### src/rtl/ethpipe_tx_framer.sv
// GMII transmit framer: fetches one slot (header + payload), waits for its launch time, emits
// preamble/SFD, payload and optional FCS (ETHPIPE_TX_CRC_EN), enforces IFG, then pulses tx_done.
module ethpipe_tx_framer #(
  parameter int IFG_CYCLES    = 12,
  parameter int MAX_FRAME_LEN = 1514,
  parameter int READY_HOLDOFF = 4
) (
  input  logic        gmii_tx_clk,
  input  logic        sys_rst,
  input  logic [63:0] global_counter,
  input  logic        tx_ready,
  output logic [10:0] slot_tx_eth_address,
  output logic        slot_tx_eth_rd_en,
  input  logic [31:0] slot_tx_eth_q,
  output logic        tx_done,
  output logic [7:0]  gmii_txd,
  output logic        gmii_tx_en,
  output logic [2:0]  dbg_state
);

  typedef enum logic [2:0] {IDLE, HDR, WAIT, PRE, DATA, FCS, GAP, DONE} state_t;

  localparam int          HOLD_W   = (READY_HOLDOFF < 2) ? 1 : $clog2(READY_HOLDOFF + 1);
  localparam logic [10:0] MAX_LEN  = 11'(MAX_FRAME_LEN);
  localparam logic [10:0] IFG_LAST = 11'(IFG_CYCLES - 1);

  state_t              state_q, state_d;
  logic [10:0]         cnt_q, cnt_d, cnt_inc;
  logic [10:0]         len_q, len_raw, len_clamped;
  logic [63:0]         launch_q;
  logic [31:0]         cur_word_q, nxt_word_q, src_word;
  logic                rd_pend_q;
  logic [HOLD_W-1:0]   hold_q;
  logic [7:0]          txd_q, txd_d, data_byte;
  logic                tx_en_q, en_d, done_q, done_d;
  logic                rd_en;
  logic [10:0]         addr;
  logic [1:0]          lane_inc;

  // Handshake: slot_tx_eth_rd_en is a one-cycle strobe; slot_tx_eth_q is taken the cycle after.
  assign slot_tx_eth_rd_en   = rd_en;
  assign slot_tx_eth_address = addr;
  assign gmii_txd            = txd_q;
  assign gmii_tx_en          = tx_en_q;
  assign tx_done             = done_q;
  assign dbg_state           = state_q;

  assign cnt_inc     = cnt_q + 11'd1;
  assign lane_inc    = cnt_inc[1:0];
  assign src_word    = (lane_inc == 2'd0) ? nxt_word_q : cur_word_q;
  assign data_byte   = src_word[{lane_inc, 3'b000} +: 8];
  assign len_raw     = slot_tx_eth_q[26:16];
  assign len_clamped = (len_raw > MAX_LEN) ? MAX_LEN : len_raw;

`ifdef ETHPIPE_TX_CRC_EN
  logic [31:0] crc_q, fcs_word;
  logic [7:0]  fcs_byte;

  function automatic logic [31:0] crc32_byte(input logic [31:0] c, input logic [7:0] d);
    logic [31:0] r;
    r = c;
    for (int i = 0; i < 8; i++) r = (r >> 1) ^ ((r[0] ^ d[i]) ? 32'hEDB88320 : 32'h0);
    return r;
  endfunction

  assign fcs_word = ~crc_q;
  assign fcs_byte = fcs_word[{lane_inc, 3'b000} +: 8];
`endif

  // Output registers are loaded with the byte belonging to the state being entered,
  // so gmii_* line up with state_q without an extra pipeline stage.
  always_comb begin
    state_d = state_q;
    cnt_d   = cnt_q;
    txd_d   = 8'h00;
    en_d    = 1'b0;
    done_d  = 1'b0;
    rd_en   = 1'b0;
    addr    = 11'd0;
    case (state_q)
      IDLE: begin
        if (tx_ready && hold_q == '0) begin
          state_d = HDR;
          cnt_d   = 11'd0;
        end
      end
      HDR: begin
        if (cnt_q < 11'd4) begin
          rd_en = 1'b1;
          addr  = cnt_q;
          cnt_d = cnt_inc;
        end else begin
          cnt_d = 11'd0;
          if (len_clamped == 11'd0) begin
            state_d = DONE;
            done_d  = 1'b1;
          end else begin
            state_d = WAIT;
          end
        end
      end
      WAIT: begin
        if (global_counter >= launch_q) begin
          state_d = PRE;
          cnt_d   = 11'd0;
          en_d    = 1'b1;
          txd_d   = 8'h55;
        end
      end
      PRE: begin
        en_d = 1'b1;
        if (cnt_q == 11'd0) begin
          rd_en = 1'b1;
          addr  = 11'd4;
        end
        if (cnt_q == 11'd7) begin
          state_d = DATA;
          cnt_d   = 11'd0;
          txd_d   = nxt_word_q[7:0];
        end else begin
          cnt_d = cnt_inc;
          txd_d = (cnt_q == 11'd6) ? 8'hD5 : 8'h55;
        end
      end
      DATA: begin
        // Prefetch the following word while the first lane of this one is on the wire.
        if (cnt_q[1:0] == 2'd0 && (cnt_q + 11'd4) < len_q) begin
          rd_en = 1'b1;
          addr  = 11'd5 + (cnt_q >> 2);
        end
        if (cnt_q == len_q - 11'd1) begin
          cnt_d = 11'd0;
`ifdef ETHPIPE_TX_CRC_EN
          state_d = FCS;
          en_d    = 1'b1;
          txd_d   = fcs_word[7:0];
`else
          state_d = GAP;
`endif
        end else begin
          cnt_d = cnt_inc;
          en_d  = 1'b1;
          txd_d = data_byte;
        end
      end
      FCS: begin
        if (cnt_q == 11'd3) begin
          state_d = GAP;
          cnt_d   = 11'd0;
        end else begin
          cnt_d = cnt_inc;
          en_d  = 1'b1;
`ifdef ETHPIPE_TX_CRC_EN
          txd_d = fcs_byte;
`endif
        end
      end
      GAP: begin
        if (cnt_q == IFG_LAST) begin
          state_d = DONE;
          cnt_d   = 11'd0;
          done_d  = 1'b1;
        end else begin
          cnt_d = cnt_inc;
        end
      end
      DONE: state_d = IDLE;
      default: state_d = IDLE;
    endcase
  end

  always_ff @(posedge gmii_tx_clk) begin
    if (sys_rst) begin
      state_q    <= IDLE;
      cnt_q      <= '0;
      len_q      <= '0;
      launch_q   <= '0;
      cur_word_q <= '0;
      nxt_word_q <= '0;
      rd_pend_q  <= 1'b0;
      hold_q     <= '0;
      txd_q      <= '0;
      tx_en_q    <= 1'b0;
      done_q     <= 1'b0;
    end else begin
      state_q   <= state_d;
      cnt_q     <= cnt_d;
      txd_q     <= txd_d;
      tx_en_q   <= en_d;
      done_q    <= done_d;
      rd_pend_q <= rd_en;
      if (state_q == DONE) hold_q <= HOLD_W'(READY_HOLDOFF);
      else if (hold_q != '0) hold_q <= hold_q - 1'b1;
      if (state_q == HDR) begin
        case (cnt_q)
          11'd1:   launch_q[31:0]  <= slot_tx_eth_q;
          11'd2:   launch_q[63:32] <= slot_tx_eth_q;
          11'd4:   len_q           <= len_clamped;
          default: ;
        endcase
      end
      if (rd_pend_q) nxt_word_q <= slot_tx_eth_q;
      if (state_d == DATA && cnt_d[1:0] == 2'd0) cur_word_q <= nxt_word_q;
    end
  end

`ifdef ETHPIPE_TX_CRC_EN
  always_ff @(posedge gmii_tx_clk) begin
    if (sys_rst) crc_q <= 32'hFFFFFFFF;
    else if (state_q == WAIT) crc_q <= 32'hFFFFFFFF;
    else if (en_d && state_d == DATA) crc_q <= crc32_byte(crc_q, txd_d);
  end
`endif

endmodule
### config.mk
export PLATFORM = sky130hd
export DESIGN_NAME = ethpipe_tx_framer
export DESIGN_NICKNAME = d
export VERILOG_FILES = /design/src/rtl/ethpipe_tx_framer.sv
export SDC_FILE = /design/constraint.sdc
export NUM_CORES = 1
export LEC_CHECK = 0
export ABC_AREA = 1
export CAP_MARGIN = 20
export CORE_ASPECT_RATIO = 1.25
export CORE_MARGIN = 2
export CORE_UTILIZATION = 57
export DETAILED_ROUTE_END_ITERATION = 8
export HOLD_SLACK_MARGIN = 0.03
export PLACE_DENSITY = 0.92
export SLEW_MARGIN = 20
export SYNTH_ARGS = -nofsm -noshare
export SYNTH_HDL_FRONTEND = slang
export SYNTH_SLANG_ARGS = --single-unit
### constraint.sdc
create_clock -name gmii_tx_clk -period 4.24 [get_ports gmii_tx_clk]
set_input_delay 0.848 -clock gmii_tx_clk [delete_from_list [all_inputs] [get_ports gmii_tx_clk]]
set_output_delay 0.848 -clock gmii_tx_clk [all_outputs]
set_load 0.01 [all_outputs]
==> metrics.cfg, run 1 <==
[status]
outcome=finished clean

[place]
gp_congestion=0.958
dp_cells=1746
io_buffer_count=122
hpwl_um=20900

[logic_synthesis]
synth.avg_cell_area_um2=7.03
synth_cells=1442
synth_largest_area_cell=dfxtp_1
ys_seq_area_share_pct=33.0
synthFlopType=dfxtp_1
synth_edf_count=0
ys_top_cells_by_area=dfxtp_1 33%, ha_1 11%, nor2_1 7.7%, nand2_1 7.6%, inv_1 7.5%
synth_top_area_share_pct=33.0
synth.distinct_cells=47
ys_warn_count=0
synth-seq-cells=167
ys_async_sr_fraction_pct=0
synth_area_um2=10100
synth_nets=1632

[timing]
finClkSkew_ns=0.00972
finalSetupViolCount=0
finalSetupTns_ns=0
slew_headroom_pct=35.6
fmax_mhz=247
holdWs_ns=0.483
finalHoldViolCount=0
period_minus_slack_ns=4.04
finalMaxSlewViolations=0
worst_slew_pin_slew_ns=0.966
finalCritPeriodShare_pct=95.4

[critical_path]
regToRegEndpoint=cur_word_q[0]$_SDFFE_PP0P_
reg2reg_from=cnt_q[0]$_SDFF_PP0_
cp-end-kind=output pin
startpoint=cnt_q[2]$_SDFFE_PP0P_
crit_type=reg2out
arrival_ns=3.20
required_ns=3.39
r2r_setup_slack_ns=1.17
crit_path_end=slot_tx_eth_address[3]
crit_path_max_fanout=8
worstRegToRegCells=19
start_kind=flop

[power_and_ir_drop]
power.leakage_uw=0.00500
peakVddDrop_mv=0.244
cellPowerDensity_nw_per_um2=421

[global_routing]
grt_start_max_net_pins=90
grt_first_pass_wirelength_um=46000
grt_usage_pct=30.6
grt.overflow.total=0
antenna_found_initial=0
grt_pass1_vias=9520

[clock_tree]
clk_path_buf_depth=2
clock-sinks=167
cts_tree=yes
worstSkewPairLatency_ns=0.44
root_buffer=clkbuf_16
numCtsBuffers=17
htreeDepth=4
clk_pin_slew_worst_paths_ns=0.07
postCtsHoldBufs=0

[final_layout]
antenna_cells=0
nFillCells=1338
stdcell_count=1781
seq_area_um2=3340
nets=1734
area_delta_synth_final_pct=19.7
multiInputGateArea_um2=5670
drive_gt1_share_pct=7.77

[routing]
drtIter0Drc=1202
wl_per_cell_um=16.0
drcViolationCount=0
vias_per_cell=5.67
detail-route-antenna-nets=0
drt_first_pass_iters=6
via_count=10100
wl_um=28400

[die]
io_pins=124
die_y_um=153
coreArea_um2=17400
die_x_um=123
design.die.area_um2=18900
start_util_pct=58.2
rows=54

[min_path]
hold_depth=2
holdCritPathClass=reg2reg

[run]
cap_violations=0

[sequential cells by signal, indices dropped and copies added (netlist names)]
name,cells
len_q,11
cur_word_q,32
dbg_state,3
gmii_txd,8
gmii_tx_en,1
tx_done,1
rd_pend_q,1
launch_q,64
hold_q,3
cnt_q,11
nxt_word_q,32
[final cells by class]
cell class                      instances  share of cell area, %
Multi-Input combinational cell        990                   46.7
Clock inverter                         12                   1.37
Clock buffer                           20                   3.68
Sequential cell                       167                   27.6
Inverter                              216                   6.69
Timing Repair Buffer                  152                   11.7
Tap cell                              224                   2.31
[stage by stage]
stage                     utilization, %  total power [uW]  setup slack (ns)  cell area (um2)
after floorplan                        -              3010             0.695            10100
after global placement              66.0              3420             0.279            11500
after detailed placement            66.0              3460             0.126            11500
after CTS                           69.7              5080            0.0387            12100
after global routing                69.6              5380          -0.00180            12100
final                               69.6              5110             0.197            12100
[routing by layer]
metal	vias to the layer above	GRT usage, %	share of wire [%]	routed length, um
li1	4942	-	-	-
met1	4584	37.4	40	11400
met2	451	50.3	47	13400
met3	113	5.56	7.5	2140
met4	0	16.3	5.1	1460
met5	-	0	0	0
[placed cells by master (no fill, tap or decap), types with 8 or more instances in the layout]
master             n
nand2_1          204
dfxtp_1          166
nand3_1           80
nor2_1           203
nand2_2           13
nor2_2             8
clkbuf_16         17
nand4_1           23
inv_2             11
xor2_1            19
buf_4             30
clkdlybuf4s50_1  110
inv_1            202
a21oi_1          107
nor3_1            18
o21ai_0          102
ha_1              90
a211oi_1          65
[kinds of logic (layout without fill, tap and decap cells)]
family | Yosys count | in the layout | share of synthesized area (%)
and+or+nand+nor | 575 | 575 | 25.2
other | 1 | 1 | 0.0370
AOI/OAI and AO/OA | 299 | 299 | 17.0
adders and majority gates | 91 | 91 | 11.2
buffers and inverters | 285 | 400 | 11.5
xor gates and xnor gates | 24 | 24 | 2.15
DFF | 167 | 167 | 33.0
[critical path: stages, from the launching register on]
cell and delay [ns]:
dfxtp_1 0.34, ha_2 0.21, nand2_2 0.10, nor2_2 0.13
nand2_1 0.10, xor2_1 0.16, ha_1 0.29, nand2_1 0.09
inv_1 0.04, nand3_1 0.09, inv_1 0.06, a221oi_2 0.27
nand3_1 0.14, buf_4 0.17, buf_4 0.15, nor4_1 0.22
clkbuf_2 0.20
[power by group]
group	total (uW)	internal [uW]	switching, uW
Clock	1620	951	668
Sequential	1880	1750	138
Combinational	1600	565	1040
[Yosys cell counts, drive strengths merged, types with 3 or more instances]
master and number:
xor2 20, o21ai 103, nand3b 4, ha 91, nand3 85, clkbuf 47
o211ai 3, nand4 24, a21oi 109, xnor2 4, inv 213, nor2 219
a211oi 65, nor3 20, dfxtp 167, a31oi 6, nor4 3, o221ai 5
buf 22, nand2 217, clkinv 3
[how the worst min path moves through the flow]
stage                                  end                        start  slack (ns)
6_report       cur_word_q[18]$_SDFFE_PP0P_  cur_word_q[18]$_SDFFE_PP0P_        0.48
3_3_place_gp    cur_word_q[5]$_SDFFE_PP0P_   cur_word_q[5]$_SDFFE_PP0P_        0.46
2_1_floorplan  cur_word_q[10]$_SDFFE_PP0P_  cur_word_q[10]$_SDFFE_PP0P_        0.45
4_1_cts        cur_word_q[18]$_SDFFE_PP0P_  cur_word_q[18]$_SDFFE_PP0P_        0.48
5_1_grt         cur_word_q[9]$_SDFFE_PP0P_   cur_word_q[9]$_SDFFE_PP0P_        0.50
3_5_place_dp    cur_word_q[3]$_SDFFE_PP0P_   cur_word_q[3]$_SDFFE_PP0P_        0.47
[timing repair]
| action | 4_1_cts | 5_1_grt |
|---|---|---|
| gates resized for setup | 15 | 18 |
| setup buffers | 2 | 1 |
| pin swaps | 1 | 1 |
| setup endpoints to repair | 11 | 9 |
(Power assumes the default switching activity.)
==> inputs of run 2 (changes only) <==
- CORE_MARGIN: 2 -> 3
- CTS_CLUSTER_SIZE: default -> 25
==> run 2 against run 1 <==
- critical path depth fell by 2
- clock skew rose by 0.00057 ns
- combinational power barely moved
- total power fell by 2.1%
- core utilization rose by 1.5 points
- design area rose by 0.24%
- die area rose by 2.9%
- clock power fell by 9%
- final cell count barely moved
- critical path type unchanged
- largest power group unchanged
==> metrics.cfg, run 2 (synthesized netlist as in run 1, its figures left out) <==
[timing]
layout_setup_ws_ns=0.208
finalCritPeriodShare_pct=95.1
worst_slew_pin_slew_ns=1.01
finalHoldViolCount=0
fmax_mhz=248
finClkSkew_ns=0.0103
period_minus_slack_ns=4.03
finalMaxSlewViolations=0
finalSetupViolCount=0
slew_headroom_pct=32.7

[critical_path]
critPathTopFamily=compound AO/OA/AOI/OAI gates
required_ns=3.39
start_kind=flop
crit_type=reg2out
cp_common_cell=buf_4
critPathSlowestCell=a221oi_2
path_buf_inv=4
arrival_ns=3.18
cp-end-kind=output pin
crit_chain=ha_2 > nand2_2 > nor2_2 > buf_4 > xor2_1 > ha_1 > a21oi_1 > o21ai_0 > a221oi_2 > nand3_4 > buf_4 > buf_6 > o22ai_1 > clkdlybuf4s15_1
crit_path_max_fanout=6
cpPeakStageDelay_ns=0.36

[power_and_ir_drop]
peakVddDrop_mv=0.247
cellPowerDensity_nw_per_um2=411
finalPower_uw=5000
power.leakage_uw=0.00507

[routing]
drtIter0Drc=1124
drcViolationCount=0
wl_per_cell_um=16.3
vias_per_cell=5.66
drt_first_pass_iters=6
via_count=10100
detail-route-antenna-nets=0
wl_um=29000

[die]
die_y_um=155
rows=53
design.die.area_um2=19400
io_pins=124
coreArea_um2=17100
start_util_pct=59.3
die_x_um=125

[final_layout]
drive_gt1_share_pct=8.07
nets=1739
area_delta_synth_final_pct=20.0
largest_reg_flops=64
utilization_pct=71.1
antenna_cells=0
stdcell_count=1782
design_area_um2=12200
final_cell_mix=204 x nor2_1, 204 x nand2_1, 202 x inv_1
reg_top3=launch_q (64), cur_word_q (32), nxt_word_q (32)
regMostFlops=launch_q

[status]
outcome=finished clean

[clock_tree]
clk_path_buf_depth=2
clock-sinks=167
worstSkewPairLatency_ns=0.43
cts_tree=yes
numCtsBuffers=17
root_buffer=clkbuf_16
htreeDepth=4
clk_pin_slew_worst_paths_ns=0.07

[global_routing]
grt_first_pass_wirelength_um=47000
grt_start_max_net_pins=90
grt.overflow.total=0
antenna_found_initial=0
grt_pass1_vias=9785
grt_usage_pct=29.5

[place]
placedInstanceArea_um2=11500
hpwl_um=21000
gp_congestion=0.893
dp_cells=1744
place_ws_ns=0.226
io_buffer_count=122

[min_path]
holdCritPathClass=reg2reg

[run]
cap_violations=0

## run 2: cell count changes in the layout (fill, tap and decap cells not counted), moves of 2 or more
cell and delta:
buf_4 +4, dlymetal6s2s_1 +4, bufinv_16 -3, clkinvlp_4 -3
dlygate4sd2_1 -3, clkbuf_2 -2, clkbuf_8 +2, clkinv_4 +2
nor4_1 -2, nor4_2 +2
## run 2: worst min-delay path: stages, from the launching register on
cell	delay, ns
dfxtp_1	0.32
nor2_1	0.05
nor2_1	0.08
## run 2: metrics by stage
stage	TNS, ns	hold WS (ns)
floorplan	0	0.449
CTS	0	0.482
detailed placement	0	0.467
finish	0	0.479
global route	-0.0150	0.503
global placement	0	0.457
## run 2: cell type report
class,instances,area (um2)
multi-input combinational,990,5690
fill,1265,4940
sequential,167,3340
timing repair buffer,157,1490
inverter,216,812
clock buffer,22,474
tap,220,275
clock inverter,10,85.1
## run 2: where the power goes
group	switching, uW	internal (uW)	leakage (uW)
clock	670	809	0.000274
combinational	1040	574	0.00345
sequential	160	1750	0.00135
total	1870	3130	0.00507
## run 2: final timing paths
| check | from | endpoint | cells after the start | slack, ns |
|---|---|---|---|---|
| worst max-delay path | cnt_q[3]$_SDFFE_PP0P_ | slot_tx_eth_address[1] | 14 | 0.21 |
| worst min-delay path | cur_word_q[5]$_SDFFE_PP0P_ | cur_word_q[5]$_SDFFE_PP0P_ | 2 | 0.48 |
| worst min register to register | cur_word_q[5]$_SDFFE_PP0P_ | cur_word_q[5]$_SDFFE_PP0P_ | 2 | 0.48 |
| worst max register to register | cnt_q[0]$_SDFF_PP0_ | gmii_txd[7]$_SDFF_PP0_ | 8 | 1.02 |
## run 2: routing by layer
metal	global-route usage, %	share of wire [%]
met5	0	0
met3	4.88	6.8
met1	35.6	40
met4	16.4	5.3
met2	49.9	48
## run 2: repair_timing
action,CTS,global route
pin swaps,1,2
gates cloned,0,0
setup endpoints to repair,11,11
hold buffers,0,0
resized for setup,7,23
setup buffers,1,5
==> inputs of run 3 (changes only) <==
- CELL_PAD_IN_SITES_DETAIL_PLACEMENT: default -> 1
- CELL_PAD_IN_SITES_GLOBAL_PLACEMENT: default -> 1
- CORE_MARGIN: 3 -> default
- CORE_UTILIZATION: 57 -> 41
- SKIP_LAST_GASP: default -> 1
==> run 3 against run 2 <==
- critical path depth is 1 higher
- design area is 0.98% higher
- largest cell class unchanged
- largest power group unchanged
- worst hold slack better by 0.0041 ns
- total power is 3.8% higher
- critical endpoint is now slot_tx_eth_address[8]
- highest routed layer unchanged
- sequential share of layout area is 0.27 points lower
- non-clock buffer count is 6 lower
- clock power is 8% higher
==> metrics.cfg, run 3 (synthesized netlist as in run 1, its figures left out) <==
[power_and_ir_drop]
cellPowerDensity_nw_per_um2=422
peakVddDrop_mv=0.403
power.leakage_uw=0.00503
finalPower_uw=5190

[routing]
vias_per_cell=5.43
wl_um=34600
drcViolationCount=0
drtIter0Drc=574
via_count=10200
detail-route-antenna-nets=0
wl_per_cell_um=18.4
drt_first_pass_iters=5

[global_routing]
grt_usage_pct=28.1
grt_pass1_vias=10800
antenna_found_initial=0
grt_first_pass_wirelength_um=54900
grt.overflow.total=0
grt_start_max_net_pins=90

[timing]
finalHoldViolCount=0
worst_slew_pin_slew_ns=1.05
slew_headroom_pct=30.2
period_minus_slack_ns=4.01
finalCritPeriodShare_pct=94.6
finalSetupTns_ns=0
fmax_mhz=249
finalMaxSlewViolations=0
finClkSkew_ns=0.0154
finalSetupViolCount=0

[final_layout]
regMostFlops=launch_q
nets=1733
final_cell_mix=204 x nor2_1, 204 x nand2_1, 202 x inv_1
utilization_pct=50.5
area_delta_synth_final_pct=21.2
antenna_cells=0
drive_gt1_share_pct=7.71
seq_area_um2=3340
design_area_um2=12300
largest_reg_flops=64
nFillCells=3149
multiInputGateArea_um2=5680
reg_top3=launch_q (64), cur_word_q (32), nxt_word_q (32)
stdcell_count=1886

[critical_path]
crit_path_max_fanout=8
crit_type=reg2out
start_kind=flop
crit_chain=ha_2 > nand2_2 > nor2_1 > nand2_1 > xor2_1 > ha_1 > nand2_1 > inv_1 > nand3_1 > inv_1 > a221oi_2 > nand3_2 > buf_4 > nor4_1 > dlygate4sd2_1
critPathSlowestCell=dfxtp_1
critPathTopFamily=simple AND/OR/NAND/NOR gates
path_buf_inv=4
cpPeakStageDelay_ns=0.34
arrival_ns=3.16
r2r_setup_slack_ns=1.27
cp-end-kind=output pin
required_ns=3.39

[place]
dp_cells=1852
placedInstanceArea_um2=11600
gp_congestion=0.879
hpwl_um=25000
io_buffer_count=122

[min_path]
holdCritPathClass=reg2reg

[run]
cap_violations=0

[die]
coreArea_um2=24300
design.die.area_um2=25400
die_x_um=143
die_y_um=178
io_pins=124
start_util_pct=41.7
rows=64

[clock_tree]
clk_pin_slew_worst_paths_ns=0.08
htreeDepth=4
postCtsHoldBufs=0
clk_path_buf_depth=2
clock-sinks=167
root_buffer=clkbuf_16
numCtsBuffers=17
worstSkewPairLatency_ns=0.45
cts_tree=yes

[status]
outcome=finished clean

## run 3: power breakdown
part,leakage [uW],switching [uW],internal [uW]
sequential,0.00135,169,1750
clock,0.000282,715,880
combinational,0.00339,1090,587
total,0.00503,1980,3210
## run 3: timing repair
action / in CTS / in global routing
endpoints found under the setup margin: 11 / 9
pin swaps: 1 / 0
gates resized for setup: 9 / 13
setup buffers: 2 / 0
## run 3: layout make-up
| type | count | share of cell area [%] |
|---|---|---|
| clock buffers | 17 | 3.46 |
| clock inverters | 15 | 1.35 |
| inverters | 216 | 6.61 |
| multi-input cells | 990 | 46.2 |
| flip-flops and latches | 167 | 27.2 |
| well taps | 330 | 3.36 |
| repair buffers | 151 | 11.8 |
## run 3: metrics by stage
stage / setup slack (ns) / hold WS [ns]
2_1_floorplan: 0.695 / 0.449
3_3_place_gp: 0.207 / 0.458
3_5_place_dp: 0.0305 / 0.472
4_1_cts: -0.122 / 0.489
5_1_grt: -0.0125 / 0.512
6_report: 0.229 / 0.484
## run 3: worst paths after layout
path,cells past startpoint,to,start
setup / recovery,15,slot_tx_eth_address[8],cnt_q[2]$_SDFFE_PP0P_
setup reg to reg,17,cur_word_q[18]$_SDFFE_PP0P_,launch_q[41]$_SDFFE_PP0P_
hold / removal,2,cur_word_q[5]$_SDFFE_PP0P_,cur_word_q[5]$_SDFFE_PP0P_
hold reg to reg,2,cur_word_q[5]$_SDFFE_PP0P_,cur_word_q[5]$_SDFFE_PP0P_
## run 3: layer usage
metal / part of all wire (%) / vias to the layer above / wire length, um / track usage [%]
li1: - / 4929 / - / -
met1: 40 / 4933 / 13900 / 30.8
met2: 52 / 272 / 17900 / 52.3
met3: 4.1 / 105 / 1430 / 3.89
met4: 4.0 / 0 / 1400 / 13.9
met5: 0 / - / 0 / 0
## run 3: worst min-delay path: stages (launching register included)
cell and delay [ns]:
dfxtp_1 0.33, nor2_1 0.05, nor2_1 0.08
